==> src/rtl/instruction_fetch_pkg.sv <==
// Shared fetch-stage definitions: state encodings and default widths.
package instruction_fetch_pkg;

  localparam int DATA_WIDTH     = 16;
  localparam int ADDR_WIDTH     = 8;
  localparam int TIMEOUT_CYCLES = 15;
  localparam int WORD_BYTE_SIZE = DATA_WIDTH / 8;

  typedef enum logic [1:0] {
    FETCH_IDLE = 2'b00,
    FETCH_WAIT = 2'b01,
    FETCH_HOLD = 2'b10
  } fetch_state_e;

endpackage : instruction_fetch_pkg

==> src/rtl/instruction_fetch_watchdog.sv <==
// fetch_watchdog: counts stalled WAIT cycles; only built when FETCH_TIMEOUT_EN is defined.
`ifdef FETCH_TIMEOUT_EN
module fetch_watchdog #(
  parameter int TimeoutCycles = 15
) (
  input  logic Clk,
  input  logic Reset,
  input  logic Clear,
  input  logic Count_En,
  output logic Expired
);

  localparam int CntW = $clog2(TimeoutCycles + 1);

  logic [CntW-1:0] count_q;
  logic [CntW-1:0] count_d;

  // Next count: clear wins over counting.
  always_comb begin
    count_d = count_q;
    if (Clear) begin
      count_d = {CntW{1'b0}};
    end else if (Count_En) begin
      count_d = count_q + CntW'(1);
    end else begin
      count_d = count_q;
    end
  end

  // Counter register.
  always_ff @(posedge Clk) begin
    if (Reset) begin
      count_q <= {CntW{1'b0}};
    end else begin
      count_q <= count_d;
    end
  end

  // Fires on the stalled cycle that completes the TimeoutCycles-th wait.
  assign Expired = Count_En && !Clear && (count_q == CntW'(TimeoutCycles - 1));

endmodule : fetch_watchdog
`endif

==> src/rtl/instruction_fetch.sv <==
// Fetch stage: PC -> instruction memory read -> IR with valid/ack handshake.
// Optional read timeout with sticky Fault is enabled by defining FETCH_TIMEOUT_EN.
module instruction_fetch
  import instruction_fetch_pkg::*;
#(
  parameter int DataWidth     = DATA_WIDTH,
  parameter int AddrWidth     = ADDR_WIDTH,
  parameter int TimeoutCycles = TIMEOUT_CYCLES
) (
  input  logic                 Clk,
  input  logic                 Reset,
  input  logic                 Run,
  input  logic                 Flush,
  input  logic [DataWidth-1:0] PC_In,
  output logic                 PC_Inc,
  output logic [AddrWidth-1:0] Mem_Addr,
  output logic                 Mem_Rd,
  input  logic [DataWidth-1:0] Mem_DIn,
  input  logic                 Mem_Rdy,
  output logic [DataWidth-1:0] IR,
  output logic                 IR_Valid,
  input  logic                 IR_Ack,
  output logic                 Fault
);

  fetch_state_e         state_q, state_d;
  logic [AddrWidth-1:0] mem_addr_q, mem_addr_d;
  logic                 mem_rd_q, mem_rd_d;
  logic [DataWidth-1:0] ir_q, ir_d;
  logic                 ir_valid_q, ir_valid_d;
  logic                 pc_inc_q, pc_inc_d;

  logic fault_s;
  logic timeout_s;
  logic start_s;
  logic wd_clear_s;
  logic wd_count_en_s;

  // Upper PC bits only select beyond the instruction memory and wrap away.
  logic unused_pc_hi_s;
  assign unused_pc_hi_s = ^PC_In[DataWidth-1:AddrWidth] ^ (WORD_BYTE_SIZE > 0) ^ (TimeoutCycles > 0);

  assign start_s       = Run && !Flush && !fault_s;
  assign wd_clear_s    = Flush || ((state_q == FETCH_IDLE) && start_s);
  assign wd_count_en_s = (state_q == FETCH_WAIT) && !Mem_Rdy && !Flush;

`ifdef FETCH_TIMEOUT_EN
  logic fault_q, fault_d;

  fetch_watchdog #(
    .TimeoutCycles(TimeoutCycles)
  ) u_watchdog (
    .Clk      (Clk),
    .Reset    (Reset),
    .Clear    (wd_clear_s),
    .Count_En (wd_count_en_s),
    .Expired  (timeout_s)
  );

  // Fault is sticky until Reset; Flush deliberately leaves it alone.
  always_comb begin
    fault_d = fault_q;
    if (timeout_s) begin
      fault_d = 1'b1;
    end else begin
      fault_d = fault_q;
    end
  end

  // Fault flag register.
  always_ff @(posedge Clk) begin
    if (Reset) begin
      fault_q <= 1'b0;
    end else begin
      fault_q <= fault_d;
    end
  end

  assign fault_s = fault_q;
`else
  logic unused_wd_s;
  assign unused_wd_s = wd_clear_s ^ wd_count_en_s;
  assign timeout_s   = 1'b0;
  assign fault_s     = 1'b0;
`endif

  // Next-state and registered-output logic for the fetch sequencer.
  always_comb begin
    state_d    = state_q;
    mem_addr_d = mem_addr_q;
    mem_rd_d   = mem_rd_q;
    ir_d       = ir_q;
    ir_valid_d = ir_valid_q;
    pc_inc_d   = 1'b0;

    case (state_q)
      FETCH_IDLE: begin
        if (start_s) begin
          mem_addr_d = PC_In[AddrWidth-1:0];
          mem_rd_d   = 1'b1;
          state_d    = FETCH_WAIT;
        end else begin
          mem_rd_d   = 1'b0;
          state_d    = FETCH_IDLE;
        end
      end
      FETCH_WAIT: begin
        // Flush discards even data that arrives in the same cycle.
        if (Flush) begin
          mem_rd_d = 1'b0;
          state_d  = FETCH_IDLE;
        end else if (Mem_Rdy) begin
          ir_d       = Mem_DIn;
          ir_valid_d = 1'b1;
          mem_rd_d   = 1'b0;
          pc_inc_d   = 1'b1;
          state_d    = FETCH_HOLD;
        end else if (timeout_s) begin
          mem_rd_d = 1'b0;
          state_d  = FETCH_IDLE;
        end else begin
          state_d  = FETCH_WAIT;
        end
      end
      FETCH_HOLD: begin
        if (Flush || IR_Ack) begin
          ir_valid_d = 1'b0;
          state_d    = FETCH_IDLE;
        end else begin
          state_d    = FETCH_HOLD;
        end
      end
      default: begin
        mem_rd_d   = 1'b0;
        ir_valid_d = 1'b0;
        state_d    = FETCH_IDLE;
      end
    endcase
  end

  // Sequencer and output registers; Reset overrides every other input.
  always_ff @(posedge Clk) begin
    if (Reset) begin
      state_q    <= FETCH_IDLE;
      mem_addr_q <= {AddrWidth{1'b0}};
      mem_rd_q   <= 1'b0;
      ir_q       <= {DataWidth{1'b0}};
      ir_valid_q <= 1'b0;
      pc_inc_q   <= 1'b0;
    end else begin
      state_q    <= state_d;
      mem_addr_q <= mem_addr_d;
      mem_rd_q   <= mem_rd_d;
      ir_q       <= ir_d;
      ir_valid_q <= ir_valid_d;
      pc_inc_q   <= pc_inc_d;
    end
  end

  assign Mem_Addr = mem_addr_q;
  assign Mem_Rd   = mem_rd_q;
  assign IR       = ir_q;
  assign IR_Valid = ir_valid_q;
  assign PC_Inc   = pc_inc_q;
  assign Fault    = fault_s;

endmodule : instruction_fetch

==> config.mk <==
export PLATFORM = sky130hd
export DESIGN_NAME = instruction_fetch
export DESIGN_NICKNAME = d
export VERILOG_FILES = /design/src/rtl/instruction_fetch_pkg.sv /design/src/rtl/instruction_fetch_watchdog.sv /design/src/rtl/instruction_fetch.sv
export SDC_FILE = /design/constraint.sdc
export NUM_CORES = 1
export LEC_CHECK = 0
export BUFFER_PORTS_ARGS = -buffer_cell sky130_fd_sc_hd__clkbuf_2
export CORE_ASPECT_RATIO = 0.8
export CORE_UTILIZATION = 33
export DETAILED_ROUTE_END_ITERATION = 10
export SETUP_SLACK_MARGIN = 0.4
export SLEW_MARGIN = 25
export SYNTH_ARGS = -nofsm -noshare
export SYNTH_HDL_FRONTEND = slang
export SYNTH_SLANG_ARGS = --single-unit
==> constraint.sdc <==
create_clock -name Clk -period 1.55 [get_ports Clk]
set_input_delay 0.155 -clock Clk [delete_from_list [all_inputs] [get_ports Clk]]
set_output_delay 0.155 -clock Clk [all_outputs]
set_load 0.005 [all_outputs]
After elaboration in Yosys (flattened, before gate mapping)
Cells that the tools add are included.
Storage, ports and cells
  bits in registers: 29
  input bits: 38
  output and inout port bits: 28
  word-level logic and storage cells: 39
Cells by class
  equality and inequality tests: 6
  multiplexer cells: 14
  bitwise logic cells: 4
  reductions and logical operators: 9
Operators by type and width (count)
  $mux 1: 8
  $mux 2: 3
  $ne 2x2->1 const B: 3
  $pmux 1 s3: 2
  $pmux 2 s3: 1
  $not 1->1: 4
  $reduce_and 2->1: 2
  $reduce_and 4->1: 1
  $ne 3x3->1 const B: 1
  $reduce_and 3->1: 1
  $reduce_or 3->1: 1
  $eq 2x1->1 const B: 1
  $eq 2x2->1 const B: 1
  $logic_not 2->1: 1
  $logic_and 1x1->1: 1
  $logic_not 1->1: 1
  $logic_or 1x1->1: 1

Depth between registers and ports, before layout
Gate-level depths: netlist (run 1).
  depth in word-level cells: 4
  gate-level depth with buffers: 6
  gate-level depth less buffers: 3

Worst setup path after synthesis (run 1)
Ideal clock, no wire load.
  path kind: register to register
  start: register state_q[0]
  end: register mem_addr_q[0] (netlist: Mem_Addr[0])
  setup time: 0.134 ns
  arrival time: 1.180 ns
  data required time: 1.416 ns
  setup slack: 0.236 ns
  cell stages (with the launch flop): 6
  clock period less this slack: 1.314 ns
  cell sequence: dfxtp_1 -> buf_4 -> or4b_4 -> buf_6 -> nand2_1 -> a21oi_1
Between the ends
  longest elaborated chain between the ends: 2
RTL lines
  start: declaration: RTL line instruction_fetch.sv:26  | fetch_state_e state_q, state_d;
  start signal: assignment: RTL line instruction_fetch.sv:151  | state_q <= state_d;
  $logic_not 2->1: RTL line instruction_fetch.sv:96  | case (state_q)
  $reduce_and 2->1 (no source line)
  end signal: assignment: RTL line instruction_fetch.sv:145  | mem_addr_q <= {AddrWidth{1'b0}};
  end signal: assignment: RTL line instruction_fetch.sv:152  | mem_addr_q <= mem_addr_d;
  end: declaration: RTL line instruction_fetch.sv:27  | logic [AddrWidth-1:0] mem_addr_q, mem_addr_d;
Every way passes these cells.
A chain may end at the register's enable or synchronous reset.

Worst setup path in the final report (run 1)
  start: register state_q[0]
  end: register mem_addr_q[2] (netlist: Mem_Addr[2])
Same word-level chain as after synthesis.

==> implementation parameters, run 1 <==
Parameter                              Value

Power
  Worst IR drop on VDD    0.000566 V
  Static power due to leakage    around 0.67 nW
  Areal power density over the cells    a little under 1000 nW/um^2

Logic synthesis
  Average size of a mapped cell    8.42 sq um
  Synthesized net count    between 150 and 200
  Post-synthesis instance area    1110 sq um
  Post-synthesis instance total    132
  Yosys warning count    0
  Number of different library cells in the post-synthesis netlist    23
  Register area share after synthesis    0.523
  Number of storage elements in the synthesis netlist    29

Global route
  First-pass GRT wire length    4330 microns
  Total routing resource utilization after global routing    0.169
  Largest net degree at the start of global routing    30
  Number of antenna violations at the first check in global routing    0
  Global route total overflow    0
  Via count of the first global-routing pass    965

Layout
  Share of post-route cells with drive strength above 1    0.422
  Antenna Diode Count    0
  Total number of nets in the final design    230
  Fillcell total    327
  Final instance area    1560 sq um
  Area overhead of the layout relative to synthesis    40.5%

STA
  Setup TNS Final    0 ns
  Final-report hold violation count    0
  Fmax    810 MHz
  Tightest Pin Transition    0.601 ns
  Minimum clock period after layout    1.23 ns
  Max-slew headroom at the worst pin    0.599
  Setup repair after global routing missed its margin    yes
  Max-slew violation count    0
  Number of setup violations in the final report    0
  Setup skew after layout    0.00274 ns
  Final cycle utilization of the critical path    0.796

CTS
  Clk sinks    29
  Clock-pin transition on the worst setup and hold timing paths    0.06 ns
  Clock buffer count from CTS    5
  Clock latency at the later pin of the worst-skew pair    roughly 0.27 ns
  Level count of the clock H-tree    2
  Number of hold buffers added after cts    0
  Root Buffer Master    sky130_fd_sc_hd__clkbuf_8
  Clock buffer depth    2
  Clock tree from TritonCTS    done

Setup path
  Worst EP arrival    1.36 ns
  Worst-path maximum fanout    6
  Slowest cell on the critical path    sky130_fd_sc_hd__or4b_4
  Startpoint type of the worst setup path    flop
  CP bufs+invs    0
  Cell class contributing the biggest share of worst-path delay    simple AND/OR/NAND/NOR gates
  Required time worst endpoint    1.68 ns
  Cell chain of the critical path    or4b_4, nand2_1, a21oi_1
  Crit-path max cell delay    a little under 0.6 ns
  Worst setup path category    reg -> reg
  FF-to-FF End    Mem_Addr[2]
  Reg2Reg Depth    3
  Flop-to-flop setup slack    about 0.32 ns
  Crit. End Element    flop
  Worst setup path startpoint    state_q[0]
  Launch point of the worst reg-to-reg path    state_q[0]
  Instance count on the critical path    3
  Crit path capture    Mem_Addr[2]

Hold path
  Kind of path behind the tightest hold check    in -> reg

Outcome
  Run status    completed

Die
  Std cell rows    18
  X dimension of the die    approximately 67 microns
  Top-level port count    66
  Floorplan Core Area    approximately 3200 sq um
  Die Footprint    3600 sq um
  Die H    53.9 microns
  Initial Util    0.352

Placed design
  Placed standard-cell area    1400 sq um
  Count of input and output buffers    56
  Half-perimeter wire length after detailed placement    slightly below 2000 microns
  Final Wtd Congestion    0.748

Route
  Vias per Instance    4.68
  ANT nets after route    0
  Total Wirelength    2770 microns
  Wirelength per Cell    11.9 microns
  First-iteration detailed-routing DRC count    69
  First drt pass iteration count    4
  Via count    1085
  DRC violations left    0

Job
  Max-cap violations    0
[through the flow]
stage	instances	hold slack (ns)	total power [mW]	setup WS, ns	util
5_1_grt	232	0.0916	1.60	0.269	0.495
2_1_floorplan	132	0.291	0.860	0.254	-
4_1_cts	230	0.0973	1.52	0.315	0.486
3_3_place_gp	220	0.379	0.913	0.247	0.445
3_5_place_dp	220	0.385	0.919	0.213	0.445
6_report	232	0.106	1.51	0.316	0.495
[power breakdown]
group | switching (mW) | internal [mW] | leakage (nW)
sequential | 0.0124 | 0.763 | 0.237
clock | 0.247 | 0.351 | 0.0443
combinational | 0.0692 | 0.0722 | 0.393
total | 0.329 | 1.19 | 0.674
[final cells by class]
type / instances / area (sq um) / area share
sequential: 29 / 588 / 0.377
timing repair buffer: 64 / 344 / 0.220
multi-input combinational: 92 / 493 / 0.316
tap: 40 / 50.0 / 0.0321
clock buffer: 7 / 86.3 / 0.0553
[worst reg2reg max path, stage by stage (launching register included)]
cell                      delay [ns]
sky130_fd_sc_hd__dfxtp_4        0.36
sky130_fd_sc_hd__or4b_4         0.59
sky130_fd_sc_hd__nand2_1        0.09
sky130_fd_sc_hd__a21oi_1        0.06
[per-layer routing]
layer	part of all wire	vias to the layer above	routed length, microns	GRT usage
li1	-	551	-	-
met1	0.43	503	1200	0.202
met2	0.50	26	1390	0.276
met3	0.052	5	143	0.0657
met4	0.014	0	38	0.0674
met5	0	-	0	0
[worst min-delay path by stage]
stage,slack [ns],to,start,depth (start not counted)
global placement,0.38,Mem_Addr[5],PC_In[5],3
CTS,0.1,IR[14],Mem_DIn[14],3
detailed placement,0.39,IR[10],Mem_DIn[10],3
global route,0.09,IR[3],Mem_DIn[3],3
finish,0.11,IR[10],Mem_DIn[10],3
floorplan,0.29,IR[0],Mem_DIn[0],2
[cell usage after synthesis (all sizes together)]
master / instances / area share
a21oi: 26 / 0.12
buf: 9 / 0.064
clkbuf: 3 / 0.010
conb: 1 / 0.0034
dfxtp: 29 / 0.52
nand2: 49 / 0.17
nand4bb: 1 / 0.010
nor2: 2 / 0.0068
nor2b: 1 / 0.0056
nor3: 1 / 0.0045
nor4: 1 / 0.0056
nor4b: 2 / 0.029
nor4bb: 1 / 0.0090
o21a: 1 / 0.0068
o21ai: 2 / 0.0090
o31ai: 1 / 0.0068
or3b: 1 / 0.0079
or4b: 1 / 0.012
[layout by cell type (no fill, tap or decap)]
master                      Yosys  layout
sky130_fd_sc_hd__nor4b_4        1       1
sky130_fd_sc_hd__nor2b_1        1       1
sky130_fd_sc_hd__dfxtp_4        0       2
sky130_fd_sc_hd__nand2_1       49      45
sky130_fd_sc_hd__conb_1         1       1
sky130_fd_sc_hd__o31ai_1        1       1
sky130_fd_sc_hd__nor4_1         1       1
sky130_fd_sc_hd__nor4b_2        0       1
sky130_fd_sc_hd__a21oi_2        1       1
sky130_fd_sc_hd__or4b_4         1       2
sky130_fd_sc_hd__clkbuf_8       0       6
sky130_fd_sc_hd__o21a_1         1       1
sky130_fd_sc_hd__o21ai_1        1       1
sky130_fd_sc_hd__buf_4          3       5
sky130_fd_sc_hd__or3b_1         1       1
sky130_fd_sc_hd__buf_6          3       2
sky130_fd_sc_hd__nand4bb_1      1       1
sky130_fd_sc_hd__dfxtp_1       29      27
sky130_fd_sc_hd__buf_1          0       1
sky130_fd_sc_hd__clkbuf_1       3       1
sky130_fd_sc_hd__a21oi_1       25      25
sky130_fd_sc_hd__clkbuf_2       0      56
sky130_fd_sc_hd__nor2_1         2       2
sky130_fd_sc_hd__nand2_2        0       4
sky130_fd_sc_hd__nor4bb_4       0       1
sky130_fd_sc_hd__o21ai_0        1       1
sky130_fd_sc_hd__nor3_1         1       1
[state kept, by name, indices dropped and copies added, names as in the netlist]
register,count
Mem_Rd,1
state_q,2
IR,16
PC_Inc,1
Mem_Addr,8
IR_Valid,1
[cell families after synthesis]
family | synth area share
simple gates | 0.257
compound gates | 0.143
flops | 0.523
buf+inv | 0.0743
other cells | 0.00338
[what timing repair did]
item / in CTS / in global routing
cloned: 1 / 0
endpoints found under the hold margin: 0 / 0
pin swaps: 12 / 4
setup endpoints to repair: 28 / 26
resized for setup: 7 / 5
setup buffers: 2 / 2
Note: power is estimated with default switching activity, not from simulation.
==> run 2, diff against run 1 <==
- clock period: 1.55 -> 1.2 ns (I/O delays scaled with it)
==> run 2 against run 1 <==
Compared with the run above: critical endpoint is now IR[5]; combinational power is 89% higher; clock skew rose by 0.0037 ns; power is 37% higher; the flow now finishes with violations (negative setup slack); core utilization up 11 points; critical path depth increased by 2; largest cell class is now multi-input gates; non-clock buffer count rose by 14; routed wire length increased by 20%.
==> implementation parameters, run 2 (synthesis results as in run 1) <==
Parameter                              Value

Outcome
  Run status    finished, violations left (was completed)
  Violated checks    negative setup slack

Power
  Clk pwr share    0.385 (was 0.395)
  Combinational share of power    0.129 (was 0.093)
  NetSw    0.492 mW (was 0.329 mW)
  Static power due to leakage    0.819 nW (was 0.674 nW)
  Total Power Consumption    2.07 mW (was 1.51 mW)
  Proportion of total power due to net switching    0.238 (was 0.217)
  Int Power    1.58 mW (was 1.19 mW)
  Portion of total power attributed to sequential cells    0.486 (was 0.512)
  Worst IR drop on VDD    0.000760 V (was 0.000566 V)
  Areal power density over the cells    1090 nW/um^2 (was 970 nW/um^2)

Setup path
  Slowest cell on the critical path    sky130_fd_sc_hd__dfxtp_4 (was sky130_fd_sc_hd__or4b_4)
  Crit-path max cell delay    0.37 ns (was 0.59 ns)
  Cell class contributing the biggest share of worst-path delay    flip-flops (was simple AND/OR/NAND/NOR gates)
  FF-to-FF End    IR[5] (was Mem_Addr[2])
  CP bufs+invs    2 (was 0)
  Crit. End Element    flop (unchanged)
  Crit path capture    IR[5] (was Mem_Addr[2])
  Worst EP arrival    1.47 ns (was 1.36 ns)
  Worst-path maximum fanout    5 (was 6)
  Flop-to-flop setup slack    -0.07 ns (was 0.32 ns)
  Required time worst endpoint    1.41 ns (was 1.68 ns)
  Instance count on the critical path    5 (was 3)
  Launch point of the worst reg-to-reg path    state_q[0] (unchanged)
  Reg2Reg Depth    5 (was 3)
  Startpoint type of the worst setup path    flop (unchanged)
  Worst setup path category    reg -> reg (unchanged)
  Cell chain of the critical path    buf_6, nor4bb_4, buf_4, nand2_1, a21oi_1 (was or4b_4, nand2_1, a21oi_1)
  Worst setup path startpoint    state_q[0] (unchanged)

Placed design
  Final Wtd Congestion    0.792 (was 0.748)
  Half-perimeter wire length after detailed placement    2000 microns (was 1960 microns)
  Count of input and output buffers    56 (unchanged)
  Setup WS pre-CTS    -0.0235 ns (was 0.213 ns)

Global route
  First-pass GRT wire length    4730 microns (was 4330 microns)
  Largest net degree at the start of global routing    21 (was 30)
  Number of antenna violations at the first check in global routing    0 (unchanged)
  Global route total overflow    0 (unchanged)
  Total routing resource utilization after global routing    0.185 (was 0.169)
  Via count of the first global-routing pass    1063 (was 965)

STA
  Fmax    790 MHz (was 810 MHz)
  Setup repair after global routing missed its margin    yes (unchanged)
  Final-report hold violation count    0 (unchanged)
  Final cycle utilization of the critical path    1.05 (was 0.796)
  Final worst hold slack    0.0506 ns (was 0.106 ns)
  Minimum clock period after layout    1.27 ns (was 1.23 ns)
  Final worst-path setup slack    -0.0654 ns (was 0.316 ns)
  Max-slew violation count    0 (unchanged)
  Setup skew after layout    0.00645 ns (was 0.00274 ns)
  Number of setup violations in the final report    21 (was 0)
  Setup TNS Final    -0.583 ns (was 0 ns)

Route
  Via count    1181 (was 1085)
  Total Wirelength    3330 microns (was 2770 microns)
  Wirelength per Cell    13.6 microns (was 11.9 microns)
  DRC violations left    0 (unchanged)
  First drt pass iteration count    4 (unchanged)
  ANT nets after route    0 (unchanged)
  First-iteration detailed-routing DRC count    58 (was 69)
  Vias per Instance    4.80 (was 4.68)

CTS
  Clock latency at the later pin of the worst-skew pair    0.28 ns (was 0.27 ns)
  Level count of the clock H-tree    2 (unchanged)
  Clock tree from TritonCTS    done (unchanged)
  Number of hold buffers added after cts    0 (unchanged)
  Clk sinks    29 (unchanged)
  Clock-pin transition on the worst setup and hold timing paths    0.06 ns (about the same)
  Root Buffer Master    sky130_fd_sc_hd__clkbuf_8 (unchanged)
  Clock buffer depth    2 (unchanged)
  Clock buffer count from CTS    5 (unchanged)

Hold path
  Kind of path behind the tightest hold check    in -> reg (unchanged)
  Worst hold start    Mem_DIn[8] (was Mem_DIn[10])

Layout
  Post-Route Utilization    0.604 (was 0.495)
  Share of post-route cells with drive strength above 1    0.791 (was 0.422)
  Commonest cells after routing, fill and taps aside    sky130_fd_sc_hd__clkbuf_2, sky130_fd_sc_hd__dfxtp_2, sky130_fd_sc_hd__nand2_1 (was sky130_fd_sc_hd__clkbuf_2, sky130_fd_sc_hd__nand2_1, sky130_fd_sc_hd__dfxtp_1)
  Total number of nets in the final design    244 (was 230)
  Max reg flops    16 (unchanged)
  Area used by multi-input combinational logic    653 sq um (was 493 sq um)
  Area overhead of the layout relative to synthesis    71.4% (was 40.5%)
  Fillcell total    279 (was 327)
  Antenna Diode Count    0 (unchanged)
  Most common library cell in the layout ignoring fill and taps    sky130_fd_sc_hd__clkbuf_2 (unchanged)
  Register Area    621 sq um (was 588 sq um)

Die
  Floorplan Core Area    3150 sq um (unchanged)
  X dimension of the die    66.9 microns (unchanged)
  Top-level port count    66 (unchanged)
  Std cell rows    18 (unchanged)
  Die H    53.9 microns (unchanged)
  Initial Util    0.352 (unchanged)
  Die Footprint    3600 sq um (unchanged)

Job
  Max-cap violations    0 (unchanged)
[run 2: cell types whose count changed in the layout (fill, tap and decap cells not counted), moves of 15 or more]
cell | before | now
sky130_fd_sc_hd__a21oi_2 | 1 | 22
sky130_fd_sc_hd__a21oi_1 | 25 | 4
sky130_fd_sc_hd__nand2_2 | 4 | 19
sky130_fd_sc_hd__dfxtp_1 | 27 | 1
sky130_fd_sc_hd__dfxtp_2 | 0 | 26
sky130_fd_sc_hd__nand2_1 | 45 | 26
[run 2: worst min path at each step]
stage,cells after the start,end
after floorplan,2,IR[0]
after global placement,3,Mem_Addr[2]
after detailed placement,3,IR[10]
after CTS,3,IR[10]
after global routing,3,IR[1]
final,3,IR[8]
[run 2: area by class of cell]
| type | count | area share |
|---|---|---|
| Sequential cell | 29 | 0.326 |
| Timing Repair Buffer | 78 | 0.260 |
| Tap cell | 40 | 0.0263 |
| Clock buffer | 7 | 0.0453 |
| Multi-Input combinational cell | 92 | 0.343 |
[run 2: stage by stage]
step	instances	area, sq um
3_3_place_gp	227	1470
3_5_place_dp	227	1470
2_1_floorplan	132	1130
6_report	246	1900
4_1_cts	239	1690
5_1_grt	246	1900
[run 2: power groups by stage]
stage / sequential, mW / combinational (mW) / clock (mW)
final: 1.00 / 0.266 / 0.797
after global routing: 1.01 / 0.287 / 0.871
after CTS: 1.00 / 0.213 / 0.810
after detailed placement: 1.02 / 0.184 / 0
after global placement: 1.02 / 0.179 / 0
after floorplan: 1.02 / 0.0902 / 0
[run 2: routing by layer]
metal / part of all wire / vias to the layer above / track usage
li1: - / 584 / -
met1: 0.42 / 556 / 0.210
met2: 0.52 / 31 / 0.315
met3: 0.035 / 10 / 0.0508
met4: 0.031 / 0 / 0.106
met5: 0 / - / 0
[run 2: repair_timing]
action                                  CTS  global route
pin swaps                                17            28
gates resized for setup                  46            47
setup buffers                             4             6
cloned                                    1             1
endpoints found under the setup margin   56            56
[run 2: tightest hold or removal path: stages]
cell and delay [ns]:
sky130_fd_sc_hd__clkbuf_2 0.08, sky130_fd_sc_hd__nand2_1 0.04, sky130_fd_sc_hd__a21oi_1 0.05
==> run 3, diff against run 2 <==
- ABC_AREA: default -> 1
==> run 3 against run 2 <==
Compared with the run above: the run now ends clean; maximum frequency increased by 13%; area after synthesis decreased by 0.34%; clock power decreased by 2%; die area decreased by 0.33%; count of clock-buffer cells in the layout unchanged; worst setup slack improved by 0.15 ns; synthesized cell count increased by 4.5%; clock skew decreased by 0.0028 ns; largest power group unchanged; highest routed layer unchanged.
==> implementation parameters, run 3 <==
Parameter                              Value

Power
  NetSw    0.480 mW (was 0.492 mW)
  Static power due to leakage    0.859 nW (was 0.819 nW)
  Portion of total power attributed to sequential cells    0.491 (was 0.486)
  Combinational share of power    0.131 (was 0.129)
  Areal power density over the cells    1150 nW/um^2 (was 1090 nW/um^2)
  Worst IR drop on VDD    0.000709 V (was 0.000760 V)
  Int Power    1.59 mW (was 1.58 mW)
  Clk pwr share    0.378 (was 0.385)
  Proportion of total power due to net switching    0.232 (was 0.238)

CTS
  Clock tree from TritonCTS    done (unchanged)
  Root Buffer Master    sky130_fd_sc_hd__clkbuf_8 (unchanged)
  Clk sinks    29 (unchanged)
  Clock buffer count from CTS    5 (unchanged)
  Clock buffer depth    2 (unchanged)
  Clock latency at the later pin of the worst-skew pair    0.27 ns (was 0.28 ns)
  Clock-pin transition on the worst setup and hold timing paths    0.06 ns (about the same)
  Level count of the clock H-tree    2 (unchanged)

Global route
  Via count of the first global-routing pass    981 (was 1063)
  Total routing resource utilization after global routing    0.172 (was 0.185)
  Largest net degree at the start of global routing    18 (was 21)
  Global route total overflow    0 (unchanged)
  First-pass GRT wire length    4390 microns (was 4730 microns)
  Number of antenna violations at the first check in global routing    0 (unchanged)

Die
  Die H    53.8 microns (was 53.9 microns)
  Die Footprint    3590 sq um (was 3600 sq um)
  Std cell rows    18 (unchanged)
  X dimension of the die    66.8 microns (was 66.9 microns)
  Initial Util    0.354 (was 0.352)
  Floorplan Core Area    3130 sq um (was 3150 sq um)
  Top-level port count    66 (unchanged)

Logic synthesis
  Async set or reset register ratio after synthesis    0 (unchanged)
  Dominant cells by area after synthesis    sky130_fd_sc_hd__dfxtp_1, sky130_fd_sc_hd__nor2_1, sky130_fd_sc_hd__nand2_1 (was sky130_fd_sc_hd__dfxtp_1, sky130_fd_sc_hd__nand2_1, sky130_fd_sc_hd__a21oi_1)
  Area fraction of the dominant cell type after synthesis    0.524 (was 0.523)
  Number of different library cells in the post-synthesis netlist    20 (was 23)
  Register area share after synthesis    0.524 (was 0.523)
  Average size of a mapped cell    8.02 sq um (was 8.42 sq um)
  Prevailing post-synth register cell    sky130_fd_sc_hd__dfxtp_1 (unchanged)
  Cell taking the most area after synthesis    sky130_fd_sc_hd__dfxtp_1 (unchanged)
  Count of flip-flops with a built-in enable after synthesis    0 (unchanged)
  Yosys warning count    0 (unchanged)
  Number of storage elements in the synthesis netlist    29 (unchanged)
  Most frequent cell after synthesis    sky130_fd_sc_hd__nor2_1 (was sky130_fd_sc_hd__nand2_1)
  Post-synthesis instance total    138 (was 132)
  Synthesized net count    176 (was 170)
  Top post-synthesis cells by count    sky130_fd_sc_hd__nor2_1, sky130_fd_sc_hd__dfxtp_1, sky130_fd_sc_hd__nand2_1 (was sky130_fd_sc_hd__nand2_1, sky130_fd_sc_hd__dfxtp_1, sky130_fd_sc_hd__a21oi_1)
  Post-synthesis instance area    1110 sq um (about the same)

Setup path
  Required time worst endpoint    1.36 ns (was 1.41 ns)
  Crit. End Element    flop (unchanged)
  Worst setup path startpoint    state_q[0] (unchanged)
  Startpoint type of the worst setup path    flop (unchanged)
  Worst EP arrival    1.28 ns (was 1.47 ns)
  Launch point of the worst reg-to-reg path    state_q[0] (unchanged)
  Worst-path maximum fanout    5 (unchanged)
  Worst setup path category    reg -> reg (unchanged)

Route
  Vias per Instance    4.55 (was 4.80)
  ANT nets after route    0 (unchanged)
  DRC violations left    0 (unchanged)
  Wirelength per Cell    11.5 microns (was 13.6 microns)
  Via count    1166 (was 1181)
  First drt pass iteration count    4 (unchanged)
  Total Wirelength    2940 microns (was 3330 microns)
  First-iteration detailed-routing DRC count    48 (was 58)

Placed design
  Half-perimeter wire length after detailed placement    1790 microns (was 2000 microns)
  Post-placement cell count    231 (was 227)
  Count of input and output buffers    56 (unchanged)
  Final Wtd Congestion    0.725 (was 0.792)
  Placed standard-cell area    1410 sq um (was 1470 sq um)

Layout
  Total number of nets in the final design    254 (was 244)
  Most common library cell in the layout ignoring fill and taps    sky130_fd_sc_hd__clkbuf_2 (unchanged)
  Antenna Diode Count    0 (unchanged)
  Final instance area    1800 sq um (was 1900 sq um)
  Area overhead of the layout relative to synthesis    62.4% (was 71.4%)
  Commonest cells after routing, fill and taps aside    sky130_fd_sc_hd__clkbuf_2, sky130_fd_sc_hd__nor2_1, sky130_fd_sc_hd__dfxtp_2 (was sky130_fd_sc_hd__clkbuf_2, sky130_fd_sc_hd__dfxtp_2, sky130_fd_sc_hd__nand2_1)
  Max reg flops    16 (unchanged)
  Share of post-route cells with drive strength above 1    0.606 (was 0.791)
  Count of placed standard cells in the final layout, fillers left out    256 (was 246)

STA
  Final-report hold violation count    0 (unchanged)
  Final cycle utilization of the critical path    0.932 (was 1.05)
  Max-slew headroom at the worst pin    0.605
  Setup skew after layout    0.00362 ns (was 0.00645 ns)
  Number of setup violations in the final report    0 (was 21)
  Setup TNS Final    0 ns (was -0.583 ns)
  Tightest Pin Transition    0.591 ns
  Setup repair after global routing missed its margin    yes (unchanged)
  Max-slew violation count    0 (unchanged)
  Fmax    895 MHz (was 790 MHz)
  Minimum clock period after layout    1.12 ns (was 1.27 ns)

Hold path
  Worst hold start    Mem_DIn[1] (was Mem_DIn[8])
  Kind of path behind the tightest hold check    in -> reg (unchanged)

Outcome
  Run status    completed (was finished, violations left)

Job
  Max-cap violations    0 (unchanged)
## run 3: cell count changes in the layout (fill, tap and decap cells not counted), moves of 5 or more
| cell | before | now |
|---|---|---|
| sky130_fd_sc_hd__a21oi_2 | 22 | 2 |
| sky130_fd_sc_hd__o21ai_2 | 0 | 6 |
| sky130_fd_sc_hd__nand3_1 | 0 | 8 |
| sky130_fd_sc_hd__nand2_1 | 26 | 15 |
| sky130_fd_sc_hd__a21oi_1 | 4 | 9 |
| sky130_fd_sc_hd__clkbuf_2 | 55 | 50 |
| sky130_fd_sc_hd__nand2_2 | 19 | 1 |
| sky130_fd_sc_hd__inv_1 | 0 | 6 |
| sky130_fd_sc_hd__nor2_2 | 0 | 7 |
| sky130_fd_sc_hd__o21ai_1 | 2 | 10 |
| sky130_fd_sc_hd__nor2_1 | 2 | 31 |
## run 3: power by group through the flow
stage	clock, mW	sequential, mW	combinational (mW)
finish	0.782	1.01	0.271
global route	0.854	1.02	0.298
CTS	0.806	1.01	0.248
detailed placement	0	1.03	0.195
global placement	0	1.03	0.190
floorplan	0	1.03	0.0994
## run 3: kinds of logic after synthesis
kind of cell,share of synthesized area
simple gates,0.277
other cells,0.00339
buf+inv,0.0734
compound gates,0.122
flops,0.524
## run 3: worst max-delay path, cell delays in order, from the launching register on
cell,delay [ns]
sky130_fd_sc_hd__dfxtp_2,0.33
sky130_fd_sc_hd__buf_6,0.11
sky130_fd_sc_hd__nor2_4,0.17
sky130_fd_sc_hd__buf_4,0.14
sky130_fd_sc_hd__nand2_2,0.10
sky130_fd_sc_hd__nand2_1,0.10
sky130_fd_sc_hd__a21oi_1,0.06
## run 3: timing repair
action / 4_1_cts / 5_1_grt
endpoints found under the setup margin: 56 / 56
pin swaps: 12 / 8
hold buffers: 0 / 0
endpoints found under the hold margin: 0 / 0
gates resized for setup: 36 / 27
setup buffers: 10 / 4
cloned: 4 / 0
## run 3: layout make-up
type | count | area, sq um
repair inverters | 1 | 16.3
flip-flops and latches | 29 | 616
clock buffers | 7 | 86.3
multi-input cells | 99 | 536
fillers | 302 | 1330
inverters | 8 | 42.5
well taps | 40 | 50.0
repair buffers | 72 | 452
## run 3: worst paths after layout
path / end / slack [ns] / cells past startpoint
max: Mem_Addr[0] / 0.08 / 6
min: IR[1] / 0.09 / 3
max reg2reg: Mem_Addr[0] / 0.08 / 6
min reg2reg: Mem_Addr[6] / 0.46 / 2
## run 3: routing by layer
metal / vias up / global-route usage / wire, microns
met5: - / 0 / 0
met1: 521 / 0.220 / 1360
met4: 0 / 0.0745 / 29
met2: 38 / 0.264 / 1340
met3: 4 / 0.0572 / 199
li1: 603 / - / -
## run 3: per-stage QoR
stage          power [mW]  setup slack (ns)  utilization  hold WS [ns]
2_1_floorplan        1.13             0.181            -         0.204
3_3_place_gp         1.22             0.131        0.451         0.355
3_5_place_dp         1.23            0.0737        0.451         0.367
4_1_cts              2.07             0.140        0.541        0.0832
5_1_grt              2.17            0.0482        0.574        0.0837
6_report             2.07            0.0822        0.574        0.0877
